<file path="config.mk">
export PLATFORM = sky130hd
export DESIGN_NAME = spectro_frame_receiver
export DESIGN_NICKNAME = d
export VERILOG_FILES = /design/src/rtl/spectro_frame_receiver.sv
export SDC_FILE = /design/constraint.sdc
export NUM_CORES = 1
export LEC_CHECK = 0
export CAP_MARGIN = 20
export CORE_MARGIN = 4
export CORE_UTILIZATION = 55
export CTS_CLUSTER_SIZE = 24
export DETAILED_ROUTE_END_ITERATION = 7
export GPL_ROUTABILITY_DRIVEN = 0
export GPL_TIMING_DRIVEN = 0
export PLACE_DENSITY = 0.83
export REMOVE_ABC_BUFFERS = 1
export SLEW_MARGIN = 15
export SYNTH_ARGS = -nofsm -noshare
export SYNTH_HDL_FRONTEND = slang
export SYNTH_SLANG_ARGS = --single-unit
</file>
<file path="constraint.sdc">
create_clock -name clk -period 3.08 [get_ports clk]
set_clock_uncertainty 0.15 [all_clocks]
set_input_delay 0.616 -clock clk [delete_from_list [all_inputs] [get_ports clk]]
set_output_delay 0.616 -clock clk [all_outputs]
set_load 0.005 [all_outputs]
</file>
<file path="src/rtl/spectro_frame_receiver.sv">
// Receiver for the spectrogram extractor's serial readout: rebuilds the 32-bit timestamp and
// the ch1/ch2 sample pairs, and buffers pairs in a small first-word-fall-through FIFO.
module spectro_frame_receiver #(
    parameter int TIME_BITS   = 32,
    parameter int SAMPLE_BITS = 3,
    parameter int FIFO_DEPTH  = 4,
    parameter int CNT_W       = 9
) (
    input  logic                     clk,
    input  logic                     reset,
    input  logic                     sending_data,
    input  logic                     SL_time,
    input  logic                     SL_ch,
    input  logic [1:0]               serial_in,
    output logic [TIME_BITS-1:0]     event_time,
    output logic                     time_valid,
    output logic [2*SAMPLE_BITS-1:0] sample_data,
    output logic                     sample_valid,
    input  logic                     sample_ready,
    output logic                     frame_done,
    output logic [CNT_W-1:0]         frame_samples,
    output logic                     frame_error,
    output logic                     overflow
);

    localparam int TCNT_W = $clog2(TIME_BITS);
    localparam int BCNT_W = $clog2(SAMPLE_BITS);
    localparam int DATA_W = 2 * SAMPLE_BITS;
    localparam int PTR_W  = $clog2(FIFO_DEPTH);
    localparam int OCC_W  = PTR_W + 1;

    typedef enum logic [1:0] {
        S_IDLE,
        S_TIME,
        S_SAMPLES
    } state_t;

    state_t                 state_q;
    logic                   sd_q;
    logic [TIME_BITS-1:0]   tshift_q;
    logic [TCNT_W-1:0]      tcnt_q;
    logic [SAMPLE_BITS-1:0] c1_q;
    logic [SAMPLE_BITS-1:0] c2_q;
    logic [BCNT_W-1:0]      bcnt_q;
    logic [CNT_W-1:0]       frame_cnt_q;
    logic [TIME_BITS-1:0]   event_time_q;
    logic                   time_valid_q;
    logic                   frame_done_q;
    logic                   frame_error_q;
    logic [CNT_W-1:0]       frame_samples_q;
    logic                   push_q;
    logic [DATA_W-1:0]      push_data_q;

    logic rise;
    logic fall;

    assign rise = sending_data & ~sd_q;
    assign fall = ~sending_data & sd_q;

    // sd_q resets high so a frame already running at reset release is skipped entirely.
    // NOTE: all sequential state uses non-blocking assignments so every register samples
    // the pre-edge values of its neighbours, independent of statement order.
    always_ff @(posedge clk or negedge reset) begin
        if (!reset) begin
            state_q         <= S_IDLE;
            sd_q            <= 1'b1;
            tshift_q        <= '0;
            tcnt_q          <= '0;
            c1_q            <= '0;
            c2_q            <= '0;
            bcnt_q          <= '0;
            frame_cnt_q     <= '0;
            event_time_q    <= '0;
            time_valid_q    <= 1'b0;
            frame_done_q    <= 1'b0;
            frame_error_q   <= 1'b0;
            frame_samples_q <= '0;
            push_q          <= 1'b0;
            push_data_q     <= '0;
        end else begin
            sd_q          <= sending_data;
            time_valid_q  <= 1'b0;
            frame_done_q  <= 1'b0;
            frame_error_q <= 1'b0;
            push_q        <= 1'b0;

            if (fall && state_q != S_IDLE) begin
                // Bits presented in the fall cycle are not sampled; a partial pair is discarded.
                frame_done_q    <= 1'b1;
                frame_samples_q <= frame_cnt_q;
                frame_error_q   <= (state_q == S_TIME) || (bcnt_q != '0);
                state_q         <= S_IDLE;
                tcnt_q          <= '0;
                bcnt_q          <= '0;
                frame_cnt_q     <= '0;
            end else begin
                case (state_q)
                    S_IDLE: begin
                        if (rise) begin
                            state_q <= S_TIME;
                            tcnt_q  <= '0;
                            if (SL_time) begin
                                tshift_q <= {tshift_q[TIME_BITS-2:0], serial_in[0]};
                                tcnt_q   <= TCNT_W'(1);
                            end
                        end
                    end
                    S_TIME: begin
                        if (sending_data && SL_time) begin
                            tshift_q <= {tshift_q[TIME_BITS-2:0], serial_in[0]};
                            if (tcnt_q == TCNT_W'(TIME_BITS - 1)) begin
                                event_time_q <= {tshift_q[TIME_BITS-2:0], serial_in[0]};
                                time_valid_q <= 1'b1;
                                tcnt_q       <= '0;
                                state_q      <= S_SAMPLES;
                            end else begin
                                tcnt_q <= tcnt_q + TCNT_W'(1);
                            end
                        end
                    end
                    S_SAMPLES: begin
                        if (sending_data && SL_ch) begin
                            c1_q <= {c1_q[SAMPLE_BITS-2:0], serial_in[0]};
                            c2_q <= {c2_q[SAMPLE_BITS-2:0], serial_in[1]};
                            if (bcnt_q == BCNT_W'(SAMPLE_BITS - 1)) begin
                                push_q      <= 1'b1;
                                push_data_q <= {c1_q[SAMPLE_BITS-2:0], serial_in[0],
                                                c2_q[SAMPLE_BITS-2:0], serial_in[1]};
                                bcnt_q      <= '0;
                                if (frame_cnt_q != '1) begin
                                    frame_cnt_q <= frame_cnt_q + CNT_W'(1);
                                end
                            end else begin
                                bcnt_q <= bcnt_q + BCNT_W'(1);
                            end
                        end
                    end
                    default: state_q <= S_IDLE;
                endcase
            end
        end
    end

    // Sample-pair FIFO, written one cycle after the FSM completes a pair.
    logic [DATA_W-1:0] mem_q [FIFO_DEPTH];
    logic [PTR_W-1:0]  wr_ptr_q;
    logic [PTR_W-1:0]  rd_ptr_q;
    logic [OCC_W-1:0]  occ_q;
    logic              overflow_q;
    logic              full;
    logic              pop;
    logic              wr_en;

    assign full  = (occ_q == OCC_W'(FIFO_DEPTH));
    assign pop   = sample_valid & sample_ready;
    assign wr_en = push_q & (~full | pop);

    // NOTE: the storage array is reset on purpose: it is only a few flops, and clearing it
    // keeps sample_data at zero after reset instead of exposing stale contents.
    always_ff @(posedge clk or negedge reset) begin
        if (!reset) begin
            for (int i = 0; i < FIFO_DEPTH; i++) begin
                mem_q[i] <= '0;
            end
            wr_ptr_q   <= '0;
            rd_ptr_q   <= '0;
            occ_q      <= '0;
            overflow_q <= 1'b0;
        end else begin
            if (wr_en) begin
                mem_q[wr_ptr_q] <= push_data_q;
                wr_ptr_q        <= wr_ptr_q + PTR_W'(1);
            end
            if (pop) begin
                rd_ptr_q <= rd_ptr_q + PTR_W'(1);
            end
            occ_q <= occ_q + OCC_W'(wr_en) - OCC_W'(pop);
            if (push_q && full && !pop) begin
                overflow_q <= 1'b1;
            end
        end
    end

    assign event_time    = event_time_q;
    assign time_valid    = time_valid_q;
    assign sample_data   = mem_q[rd_ptr_q];
    assign sample_valid  = (occ_q != '0);
    assign frame_done    = frame_done_q;
    assign frame_samples = frame_samples_q;
    assign frame_error   = frame_error_q;
    assign overflow      = overflow_q;

endmodule

</file>
# Word level (Yosys, flattened, before mapping)

Cells that the tools add are included.

Shift operators: 0
Magnitude comparators: 3
Add/subtract/negate cells: 7
Multiply operators: 0
Eq/ne operators: 13
Divide/modulo/power cells: 0
Multiplexer cells: 40
Bitwise gates (word level): 11
Reductions and logical operators: 26

Operators by type and width:

| kind                                                      | number |
|---|---|
| 2-to-1 mux 31 bit                                         | 3 |
| one-hot mux 31 bit (2 select lines)                       | 1 |
| 2-to-1 mux 9 bit                                          | 5 |
| bitwise mux 24 bit                                        | 1 |
| 2-to-1 mux 5 bit                                          | 4 |
| 2-to-1 mux 6 bit                                          | 3 |
| 2-to-1 mux 2 bit                                          | 8 |
| AND reduction 4 bit                                       | 4 |
| nonzero test 2 bit                                        | 7 |
| binary-select mux 6 bit (select 2 bit)                    | 1 |
| demux 6 bit (select 2 bit)                                | 1 |
| 2-to-1 mux 1 bit                                          | 11 |
| one-hot mux 5 bit (2 select lines)                        | 1 |
| adder 9 x 1 -> 9 bit (second input constant)              | 1 |
| inequality test 9 bit (second input constant)             | 1 |
| adder 2 x 1 -> 2 bit (second input constant)              | 3 |
| greater-or-equal comparator 3 bit (second input constant) | 2 |
| logical AND 1 bit                                         | 6 |
| inequality test 2 bit (second input constant)             | 3 |
| inequality test 3 x 2 -> 1 bit (second input constant)    | 2 |
| NOT 2 -> 3 bit                                            | 2 |
| one-hot mux 2 bit (3 select lines)                        | 1 |
| AND reduction 3 bit                                       | 2 |
| nonzero test 3 bit                                        | 2 |
| other kinds (18)                                          | 25 |

Memory bits (writable): 0
Memories: 0
Bits of input ports: 8
Register bits: 137
Bits in latches: 0
Memory bits (read-only): 0
Logic and storage cells: 123
Output and inout port bits: 52

# Logic depth before layout (Yosys ltp)

Gate-level depths: netlist of the first run.

Word-level depth: 6
Depth in mapped cells: 9
Gate-level depth less buffers: 9

# Least setup slack after synthesis of the first run

OpenSTA, ideal clock, no wires.

Path type: input-to-reg
Start point: input port sample_ready
End point: register occ_q[2]
Library setup time: 0.123 ns
Setup slack: 0.738 ns
Data required time: 2.807 ns
Cell stages on the path: 9
Arrival: 2.069 ns
Cell sequence: nor4b_1 -> nor2b_1 -> buf_2 -> inv_1 -> ha_1 -> inv_1 -> ha_1 -> fa_1 -> xnor2_1

Longest elaborated chain between the ends: 5

Ends and longest elaborated chain:

| what                        | RTL line | text |
|---|---|---|
| from (decl)                 | 19       | `input logic sample_ready,` |
| AND 1 bit *                 | 155      | `assign pop = sample_valid & sample_ready;` |
| OR 1 bit                    | 156      | `assign wr_en = push_q & (~full \| pop);` |
| AND 1 bit                   | 156      |  |
| adder 3 x 1 -> 3 bit        | 177      | `occ_q <= occ_q + OCC_W'(wr_en) - OCC_W'(pop);` |
| subtractor 3 x 1 -> 3 bit * | 177      |  |
| to (signal assigned)        | 177      |  |
| to (decl)                   | 148      | `logic [OCC_W-1:0] occ_q;` |

Every way passes the cells marked *; elsewhere a longest branch is shown, timed or not.
A chain may end at the register's enable or synchronous reset.

# Worst setup path after layout of the first run

Start point: register rd_ptr_q[0]
End point: output port sample_data[4]

Longest elaborated chain between the ends: 4

Ends and longest elaborated chain:

| what                                                | RTL line | text |
|---|---|---|
| from (decl)                                         | 147      | `logic [PTR_W-1:0] rd_ptr_q;` |
| from (signal assigned)                              | 175      | `rd_ptr_q <= rd_ptr_q + PTR_W'(1);` |
| NOT 2 -> 3 bit (not written as such)                | 186      | `assign sample_data = mem_q[rd_ptr_q];` |
| binary-select mux 6 bit (select 2 bit)              | 186      |  |
| 2-to-1 mux 6 bit (not written as such) (2 in a row) | 186      |  |
| to (decl)                                           | 17       | `output logic [2*SAMPLE_BITS-1:0] sample_data,` |

No other way between the ends. The select of a mux whose other input is x is not followed.

==> results of run 1 <==
worst paths after layout:
| kind | startpoint | cells past startpoint | endpoint |
|---|---|---|---|
| worst max-delay path | rd_ptr_q[0] | 2 | sample_data[4] |
| worst min-delay path | frame_samples[8] | 2 | frame_samples[8] |
| worst max register to register | occ_q[2] | 8 | occ_q[2] |
| worst min register to register | frame_samples[8] | 2 | frame_samples[8] |
| max in group asynchronous | reset | 3 | tshift_q[9] |
| min in group asynchronous | reset | 2 | mem_q[11] |
worst min-delay path, cell delays in order, from the launching register on:
cell and delay, ns:
sky130_fd_sc_hd__dfrtp_1 0.34, sky130_fd_sc_hd__nand2_1 0.05, sky130_fd_sc_hd__nand2_1 0.05
placed cells by master, fill, tap and decap left out, drive strengths merged, types with 2 or more instances in the layout:
master         instances
a21o                   3
a21oi                  6
and3                   6
buf                    3
bufinv                 6
clkbuf                19
clkdlybuf4s50         58
clkinv                 4
clkinvlp               2
dfrtp                136
ha                    10
inv                   11
mux2                  95
mux2i                  4
mux4                   6
nand2                 53
nand2b                 5
nand3                  4
nand4                  2
nor2                  13
nor2b                  5
nor3                   4
nor3b                  2
nor4b                  2
o211ai                 2
o21ai                  5
o2bb2ai                2
or3                    2
xnor2                  4
xor2                   4
report_power, final:
group	internal, mW	switching, mW
Sequential	1.94	0.151
Clock	1.49	0.743
Combinational	0.229	0.183
Total	3.67	1.08
per-stage QoR:
stage	cell area (um^2)	cells	TNS, ns	power (mW)	util (%)
after global routing	7120	624	0	4.96	71.6
after global placement	6390	590	-569.40	2.49	64.2
final	7120	624	0	4.74	71.6
after detailed placement	6460	592	-0.704	2.54	64.9
after floorplan	5640	398	0	2.36	-
after CTS	7120	624	0	4.79	71.6
registers in the layout (all words and copies together), names as in the netlist, 2 cells and up:
name / cells
push_data_q: 6
c2_q: 2
c1_q: 2
bcnt_q: 2
occ_q: 3
tcnt_q: 5
tshift_q: 31
frame_cnt_q: 9
mem_q: 24
frame_samples: 9
event_time: 32
rd_ptr_q: 2
wr_ptr_q: 2
state_q: 2
layout make-up:
type	instances	area share, %
clock buffer	19	6.06
clock inverter	12	3.13
inverter	11	0.580
multi-input combinational	250	30.5
sequential	137	48.2
tap	133	2.34
timing repair buffer	62	9.22
cells by family after synthesis:
group	after synthesis
simple gates	103
buf+inv	26
flops	137
mux	105
xor+xnor	8
compound gates	23
fa+ha+maj	11
per-layer routing:
metal  global-route usage, %  wire length, um  vias to the layer above
met3                    5.34              395                       15
met1                    26.0             4460                     1708
met2                    29.6             5210                       70
li1                        -                -                     1574
met5                       0                0                        -
met4                    7.39              164                        0
what timing repair did:
item                                    4_1_cts  5_1_grt
gates resized for setup                       0        1
hold buffers                                  1        0
endpoints found under the setup margin        0        1
hold endpoints to repair                     63        0
==> impl_metrics.ini, run 1 <==
[logic_synthesis]
synth_seq_area_share_pct = 60.0
synth_top_family_by_area = multiplexers
post_synth_top_area_cell = sky130_fd_sc_hd__dfrtp_1
synthesized_area_fraction_occupied_by_ao_oa_aoi_and_oai_cells_pct = 2.80
synth_warnings = 0
synth_top_cells_by_area = sky130_fd_sc_hd__dfrtp_1, sky130_fd_sc_hd__mux2_2, sky130_fd_sc_hd__nand2_1
synth_fa_ha_area_share_pct = 2.54
post_syn_area_per_cell_um2 = 13.8
syn_inst = 413
post-synth-top-count-cell = sky130_fd_sc_hd__dfrtp_1
yosys-top-cells-count = sky130_fd_sc_hd__dfrtp_1, sky130_fd_sc_hd__mux2_2, sky130_fd_sc_hd__nand2_1
synth_edf_count = 0
synth_seq_cells = 137
most_frequently_used_flop_master_after_synthesis = sky130_fd_sc_hd__dfrtp_1
synth_top_area_share_pct = 59.6
multiplexer_fraction_of_the_synthesized_cell_area_pct = 21.8
synth-xor-area-share_pct = 1.23
synth_async_sr_flop_share_pct = 100
post_synth_num_cell_types = 49
synth.cell_area_um2 = 5710
synth_simple_gate_area_share_pct = 9.55

[power]
ir_worst_vdd_v = 0.000387
leakage_nw = 3.51
cellPowerDensity_nw_per_um2 = 666

[clock_network]
tritoncts = done
cts_num_sinks = 137
cts.clk_slew.worst_paths_ns = 0.06
cts-buffers-inserted = 17
clock_insertion_delay_worst_skew_ns = 0.51
clock_tree.buffer_depth = 2
cts_htree_levels = 4
cts.repair_timing.setup_buffer_count = 0
cts-root-buf = sky130_fd_sc_hd__clkbuf_8

[die]
core.rowCount = 36
die_area_um2 = 12100
start_util_pct = 57.4
dieWidth_um = 110
io-pin-count = 60
floorplan.die.height_um = 110
core_area_um2 = 9950

[sta]
hold_violations = 0
maxClockFrequency_ghz = 0.356
finalCritPeriodShare_pct = 91.3
period_minus_slack_ns = 2.81
slew-limit-headroom_pct = 42.7
final_max_slew_viol_count = 0
setup_ws_ns = 0.268
rsz0062_at_grt = false
setup_viol = 0
timing_worst_slew_pin_value_ns = 0.857
hold_slack_ns = 0.321

[critical_path]
critPathMaxStageDelay_ns = 0.56
crit_path_cell_trace = mux4_2 > clkdlybuf4s50_1
worst-path-max-fanout = 8
critPathRequiredTime_ns = 2.31
worst_ep_arrival_time_ns = 2.05
critical-path-slowest-cell = sky130_fd_sc_hd__mux4_2
worst_path_dominant_cell_family = multiplexers
number_of_buffers_and_inverters_on_the_critical_path = 1
worstSetupPathType = reg2out
worst_setup_path_end_kind = output pin
timing.critical_path.from_type = flop
reg2reg_setup_slack_ns = 0.50

[placed_design]
detailedPlacementHpwl_mm = 6.52
placement.io_buffers = 59
preCtsSetupSlack_ns = -0.0494

[routing]
drt.antenna.violating_nets = 0
drt_pass1_iterations = 5
detail_route.vias_per_cell = 5.40
drt_iter0_markers = 66
num_vias = 3367
post_route_drc = 0
drt-total-wl_mm = 10.2
detail_route.wl_per_cell_um = 16.4

[finish]
seqCellArea_um2 = 3430
antenna_diode_count = 0
num-nets-final = 498
multi_input_comb_area_um2 = 2170
drive_above_1_share_pct = 30.3
area_delta_synth_final_pct = 24.7
filler_cell_count = 651

[grt]
remaining_global_route_overflow = 0
grt.total_usage_pct = 19.2
antenna_found_initial = 0
grt_max_degree = 74
first_global_vias = 3537
grt_first_pass_wirelength_mm = 17.7

[worst_hold_path]
holdCritPathClass = reg2reg

[outcome]
run_status = finished clean

[job]
maxCapViolCount = 0
No activity file was read; power rests on OpenSTA's default activity.
==> inputs of run 2 (changes only) <==
--- a/config.mk
+++ b/config.mk
@@ -14,6 +14,7 @@
 export GPL_TIMING_DRIVEN = 0
 export PLACE_DENSITY = 0.83
 export REMOVE_ABC_BUFFERS = 1
+export SETUP_SLACK_MARGIN = 0.15
 export SLEW_MARGIN = 15
 export SYNTH_ARGS = -nofsm -noshare
 export SYNTH_HDL_FRONTEND = slang
==> results of run 2 <==
Same layout as run 1: the final DEF is identical, and so are final timing and power.
Main changes from that run: number of gates resized after CTS 0 -> 1
